`src/rtl/fwvexrisc_wb_arb_pkg.sv`:
```
// Shared types and helpers for the fwvexrisc Wishbone round-robin arbiter.
package fwvexrisc_wb_arb_pkg;

  typedef enum logic {
    ARB_IDLE = 1'b0,
    ARB_OWN  = 1'b1
  } arb_state_e;

  // Index width for an N-way selection; never narrower than one bit.
  function automatic int arb_idx_w(input int n);
    return (n > 2) ? $clog2(n) : 1;
  endfunction

endpackage

```
`src/rtl/fwvexrisc_rr_pick.sv`:
```
// Combinational round-robin picker: first requester after last_idx, wrapping modulo N_INIT.
module fwvexrisc_rr_pick
  import fwvexrisc_wb_arb_pkg::*;
#(
  parameter int   N_INIT = 2,
  localparam int  IDX_W  = arb_idx_w(N_INIT)
) (
  input  logic [N_INIT-1:0] req,
  input  logic [IDX_W-1:0]  last_idx,
  output logic              valid,
  output logic [IDX_W-1:0]  idx
);

  localparam int CW = IDX_W + 1;

  logic [CW-1:0] cand;

  always_comb begin
    // NOTE: every combinational output gets a default first so no latch is inferred.
    valid = 1'b0;
    idx   = '0;
    cand  = '0;
    // Walk from the farthest candidate to the nearest so the nearest requester wins.
    for (int off = N_INIT; off >= 1; off--) begin
      cand = {1'b0, last_idx} + CW'(off);
      if (cand >= CW'(N_INIT)) begin
        cand = cand - CW'(N_INIT);
      end
      if (req[cand[IDX_W-1:0]]) begin
        valid = 1'b1;
        idx   = cand[IDX_W-1:0];
      end
    end
  end

endmodule

```
`src/rtl/fwvexrisc_wb_arbiter.sv`:
```
// Round-robin Wishbone arbiter sharing one downstream initiator port; grant held for the cyc envelope.
// Optional stall watchdog enabled by defining FWVEXRISC_WB_ARB_TIMEOUT_EN.
module fwvexrisc_wb_arbiter
  import fwvexrisc_wb_arb_pkg::*;
#(
  parameter int           N_INIT         = 2,
  parameter int           ADDR_W         = 32,
  parameter int           DATA_W         = 32,
  parameter int unsigned  TIMEOUT_CYCLES = 255,
  localparam int          SEL_W          = DATA_W / 8,
  localparam int          IDX_W          = arb_idx_w(N_INIT)
) (
  input  logic                       clock,
  input  logic                       reset,
  input  logic [N_INIT*ADDR_W-1:0]   t_adr,
  input  logic [N_INIT*DATA_W-1:0]   t_dat_w,
  input  logic [N_INIT*SEL_W-1:0]    t_sel,
  input  logic [N_INIT-1:0]          t_cyc,
  input  logic [N_INIT-1:0]          t_stb,
  input  logic [N_INIT-1:0]          t_we,
  output logic [DATA_W-1:0]          t_dat_r,
  output logic [N_INIT-1:0]          t_ack,
  output logic [N_INIT-1:0]          t_err,
  output logic [ADDR_W-1:0]          i_adr,
  output logic [DATA_W-1:0]          i_dat_w,
  output logic [SEL_W-1:0]           i_sel,
  output logic                       i_cyc,
  output logic                       i_stb,
  output logic                       i_we,
  input  logic [DATA_W-1:0]          i_dat_r,
  input  logic                       i_ack,
  input  logic                       i_err,
  output logic [IDX_W-1:0]           gnt_idx,
  output logic                       busy,
  output logic                       timeout
);

  arb_state_e        state_q, state_d;
  logic [IDX_W-1:0]  gnt_q, gnt_d;
  logic [IDX_W-1:0]  last_q, last_d;
  logic [N_INIT-1:0] req;
  logic              pick_valid;
  logic [IDX_W-1:0]  pick_idx;
  logic              own_cyc;
  logic              own_stb;
  logic              wd_fire;

  assign req = t_cyc & t_stb;

  fwvexrisc_rr_pick #(
    .N_INIT   (N_INIT)
  ) u_pick (
    .req      (req),
    .last_idx (last_q),
    .valid    (pick_valid),
    .idx      (pick_idx)
  );

  always_ff @(posedge clock or posedge reset) begin
    // NOTE: sequential state uses non-blocking assignments so every register samples pre-edge values.
    if (reset) begin
      state_q <= ARB_IDLE;
      gnt_q   <= '0;
      last_q  <= IDX_W'(N_INIT - 1);
    end else begin
      state_q <= state_d;
      gnt_q   <= gnt_d;
      last_q  <= last_d;
    end
  end

  // Next-state plus owner mux; in IDLE every downstream output and termination stays 0.
  always_comb begin
    state_d = state_q;
    gnt_d   = gnt_q;
    last_d  = last_q;
    own_cyc = 1'b0;
    own_stb = 1'b0;
    i_adr   = '0;
    i_dat_w = '0;
    i_sel   = '0;
    i_we    = 1'b0;
    t_ack   = '0;
    t_err   = '0;

    if (state_q == ARB_OWN) begin
      for (int k = 0; k < N_INIT; k++) begin
        if (gnt_q == IDX_W'(k)) begin
          own_cyc  = t_cyc[k];
          own_stb  = t_stb[k];
          i_adr    = t_adr[k*ADDR_W +: ADDR_W];
          i_dat_w  = t_dat_w[k*DATA_W +: DATA_W];
          i_sel    = t_sel[k*SEL_W +: SEL_W];
          i_we     = t_we[k];
          t_ack[k] = i_ack;
          t_err[k] = i_err | wd_fire;
        end
      end
    end

    case (state_q)
      ARB_IDLE: begin
        if (pick_valid) begin
          state_d = ARB_OWN;
          gnt_d   = pick_idx;
          last_d  = pick_idx;
        end
      end
      ARB_OWN: begin
        if (!own_cyc) begin
          state_d = ARB_IDLE;
        end
      end
      default: state_d = ARB_IDLE;
    endcase

    i_cyc = own_cyc;
    i_stb = own_stb & ~wd_fire;
  end

  assign busy    = (state_q == ARB_OWN);
  assign gnt_idx = gnt_q;
  // Read data is gated only while reset is held, so nothing leaks upstream during reset.
  assign t_dat_r = reset ? '0 : i_dat_r;

`ifdef FWVEXRISC_WB_ARB_TIMEOUT_EN
  localparam int CNT_W = $clog2(TIMEOUT_CYCLES + 1);

  logic [CNT_W-1:0] cnt_q, cnt_d;

  assign wd_fire = (state_q == ARB_OWN) && (cnt_q == CNT_W'(TIMEOUT_CYCLES));
  assign timeout = wd_fire;

  // Counts consecutive strobed cycles without termination.
  always_comb begin
    cnt_d = cnt_q + CNT_W'(1);
    if ((state_q != ARB_OWN) || !own_stb || i_ack || i_err || wd_fire) begin
      cnt_d = '0;
    end
  end

  always_ff @(posedge clock or posedge reset) begin
    if (reset) begin
      cnt_q <= '0;
    end else begin
      cnt_q <= cnt_d;
    end
  end
`else
  logic [31:0] unused_timeout_cfg;

  assign unused_timeout_cfg = 32'(TIMEOUT_CYCLES);
  assign wd_fire            = 1'b0;
  assign timeout            = 1'b0;
`endif

endmodule

```
`config.mk`:
```
export PLATFORM = sky130hd
export DESIGN_NAME = fwvexrisc_wb_arbiter
export DESIGN_NICKNAME = d
export VERILOG_FILES = /design/src/rtl/fwvexrisc_wb_arb_pkg.sv /design/src/rtl/fwvexrisc_rr_pick.sv /design/src/rtl/fwvexrisc_wb_arbiter.sv
export SDC_FILE = /design/constraint.sdc
export NUM_CORES = 1
export LEC_CHECK = 0
export ABC_AREA = 1
export CAP_MARGIN = 20
export CORE_AREA = 8 8 105 107
export DETAILED_ROUTE_END_ITERATION = 8
export DIE_AREA = 0 0 113 115
export PLACE_DENSITY = 0.67
export SETUP_SLACK_MARGIN = 0.5
export SYNTH_ARGS = -nofsm -noshare
export SYNTH_HDL_FRONTEND = slang
export SYNTH_HIERARCHICAL = 1
export SYNTH_SLANG_ARGS = --single-unit
```
`constraint.sdc`:
```
create_clock -name clock -period 1.4 [get_ports clock]
set_input_delay 0.35 -clock clock [delete_from_list [all_inputs] [get_ports clock]]
set_output_delay 0.35 -clock clock [all_outputs]
set_load 0.02 [all_outputs]
```
==> impl_metrics.yaml <==
sta:
  period_share: 1.34
  setup-tns-final_ps: -30990
  clock.fmax_mhz: 532
  finalHoldViolCount: 0
  setup_ws_ps: -479
  skew_ps: 1.85
  setup_violations: 77
  drv_slew: 0
  rsz0062_at_grt: "true"
  fin_crit_ps: 1880
worst_setup_path:
  crit_path_end_kind: "output port"
  crit_type: "reg -> out"
  reg2reg_slack_ps: 120
  required_ps: 1050
  cp-start-kind: "register"
  crit_arrival_ps: 1530
  crit_path_max_fanout: 5
outcome:
  outcome: "complete, but fails checks"
  violations: "setup timing"
synth:
  synth.distinct_cells: 15
  synth_top_area_frac: 0.603
  synth_top_area_cell: "nand2_1"
  yosys_register_bits: 3
  ys_top_cells_by_area: "nand2_1 (60%), inv_1 (11%), nor2_1 (9.9%), dfrtp_1 (3.7%), buf_6 (3.3%)"
  synth_nets: 505
  ys_seq_area_frac: 0.0560
  syn_inst: 327
  syn_avg_cell_area_um2: 4.17
  netlist_area_um2: 1360
  yosysWarnings: 6
clock_tree:
  clockBufferDepth: 2
  clk_latency_ps: 220
  root_buffer: "clkbuf_8"
  cts_tree: "yes"
  numClockSinks: 3
  cts_buffers: 3
  htree_levels: 1
  clk_pin_slew_ps: 30
route:
  avgViaCountPerCell: 4.33
  drt_wl_total_um: 15000
  ant_nets: 0
  routed-via-count: 3409
  first_pass_iters: 4
  post_drt_wl_per_cell_um: 19.0
  drc: 0
  drt_iter0_drc: 134
placed_design:
  gp_congestion: 0.836
  dp_hpwl_um: 10000
  port-buffer-count: 286
  place_ws_ps: -663
  place_area_um2: 4970
floorplanning:
  die_h_um: 115
  placementRows: 36
  ios: 288
  start_util: 0.144
  core-area_um2: 9460
  die_area_um2: 13000
  die_x_um: 113
power_and_ir_drop:
  leakage_nw: 3.50
  max-vdd-ir-drop_mv: 0.790
  p_per_area_nw_per_um2: 1440
layout:
  layout-area-overhead-vs-synth_pct: 407
  final_nets: 853
  stdcell_area_um2: 6910
  final_core_util: 0.730
  drive_above_1_share: 0.674
  diodes: 0
global_route:
  globalRouteOverflowTotal: 0
  grt_first_pass_wirelength_um: 21000
  grt_max_degree: 21
  gr-usage-all-layers: 0.208
  antenna_found_initial: 1
  grt_pass1_vias: 3766
run:
  cap_violations: 0
worst_hold_path:
  hp-class: "in -> async"
## layer usage
layer,GRT usage,part of all wire,vias up,wire length [µm]
met5,0,0.00087,-,13
met4,0.0462,0.019,2,283
met3,0.0783,0.098,20,1480
met2,0.408,0.54,182,8060
met1,0.203,0.34,1570,5170
li1,-,-,1635,-
## layout by cell type, fill, tap and decap left out
master	instances
buf_12	17
dfstp_2	1
nand2_2	98
nand2_8	1
dlygate4sd2_1	23
clkdlybuf4s50_1	139
or2_4	1
clkbuf_8	3
buf_4	9
inv_4	1
inv_2	37
bufbuf_16	1
dfrtp_2	2
nor2_4	37
conb_1	1
inv_1	2
clkdlybuf4s15_1	10
nand2_1	44
inv_6	1
buf_16	19
nand2_4	76
inv_8	1
buf_6	135
nand3_2	2
a21oi_2	1
clkbuf_16	1
buf_8	8
nand3_4	2
clkbuf_1	1
## metrics by stage
stage                     hold slack [ps]  total power [W]  cells
after floorplan                       443          0.00309    327
after global placement                454          0.00578    724
after detailed placement              456          0.00583    724
after CTS                             179          0.00912    779
after global routing                  319           0.0104    788
final                                 303          0.00992    788
## kinds of logic (layout without fill, tap and decap cells)
kind of cell / count (synthesis) / in the layout / share of synthesized area
other: 1 / 1 / 0.00275
AOI/OAI and AO/OA: 1 / 1 / 0.00367
DFF: 3 / 3 / 0.0560
and+or+nand+nor: 261 / 261 / 0.730
buffers and inverters: 61 / 408 / 0.208
## report_power, final
group	internal (W)	switching [W]	total [W]
logic	0.00503	0.00446	0.00948
clock network	0.000195	0.0000689	0.000264
registers	0.000134	0.0000349	0.000169
total	0.00536	0.00456	0.00992
## path summary, 6_finish.rpt
kind | from | endpoint | cells after the start
worst max-delay path | busy | i_dat_w[9] | 9
worst min-delay path | reset | gnt_idx | 4
worst max register to register | gnt_idx | busy | 8
worst min register to register | last_q | last_q | 2
max in group asynchronous | reset | last_q | 4
min in group clock | t_cyc[1] | busy | 3
## synth_stat cells
master / number
or2_1: 1
clkbuf_1: 4
buf_6: 4
conb_1: 1
nor2_1: 36
dfrtp_1: 2
nor2_4: 1
nand2_1: 219
nand3_1: 4
buf_4: 4
inv_1: 41
dfstp_2: 1
a21oi_1: 1
inv_2: 1
buf_2: 7
## area by class of cell
type / instances / area [µm²]
timing repair buffer: 362 / 4320
fill: 660 / 2550
multi-input combinational: 263 / 2150
inverter: 42 / 173
tap: 114 / 143
sequential: 3 / 78.8
clock buffer: 4 / 45.0
## registers in the layout (all words and copies together) (netlist names)
| name | cells |
|---|---|
| busy | 1 |
| gnt_idx | 1 |
| last_q | 1 |
## worst max-delay path: stages (launching register included)
cell and delay (ps):
dfrtp_2 400, inv_2 80, nor2_4 50, buf_12 130, buf_8 130, buf_12 120, buf_16 130, nand2_4 60
nand2_4 50, buf_12 130
## timing repair
| action | CTS | global route |
|---|---|---|
| endpoints found under the setup margin | 112 | 112 |
| hold buffers | 0 | 0 |
| pin swaps | 23 | 19 |
| resized for setup | 890 | 87 |
| endpoints found under the hold margin | 0 | 0 |
| cloned | 18 | 1 |
| setup buffers | 33 | 8 |
Note: power is estimated with default switching activity, not from simulation.
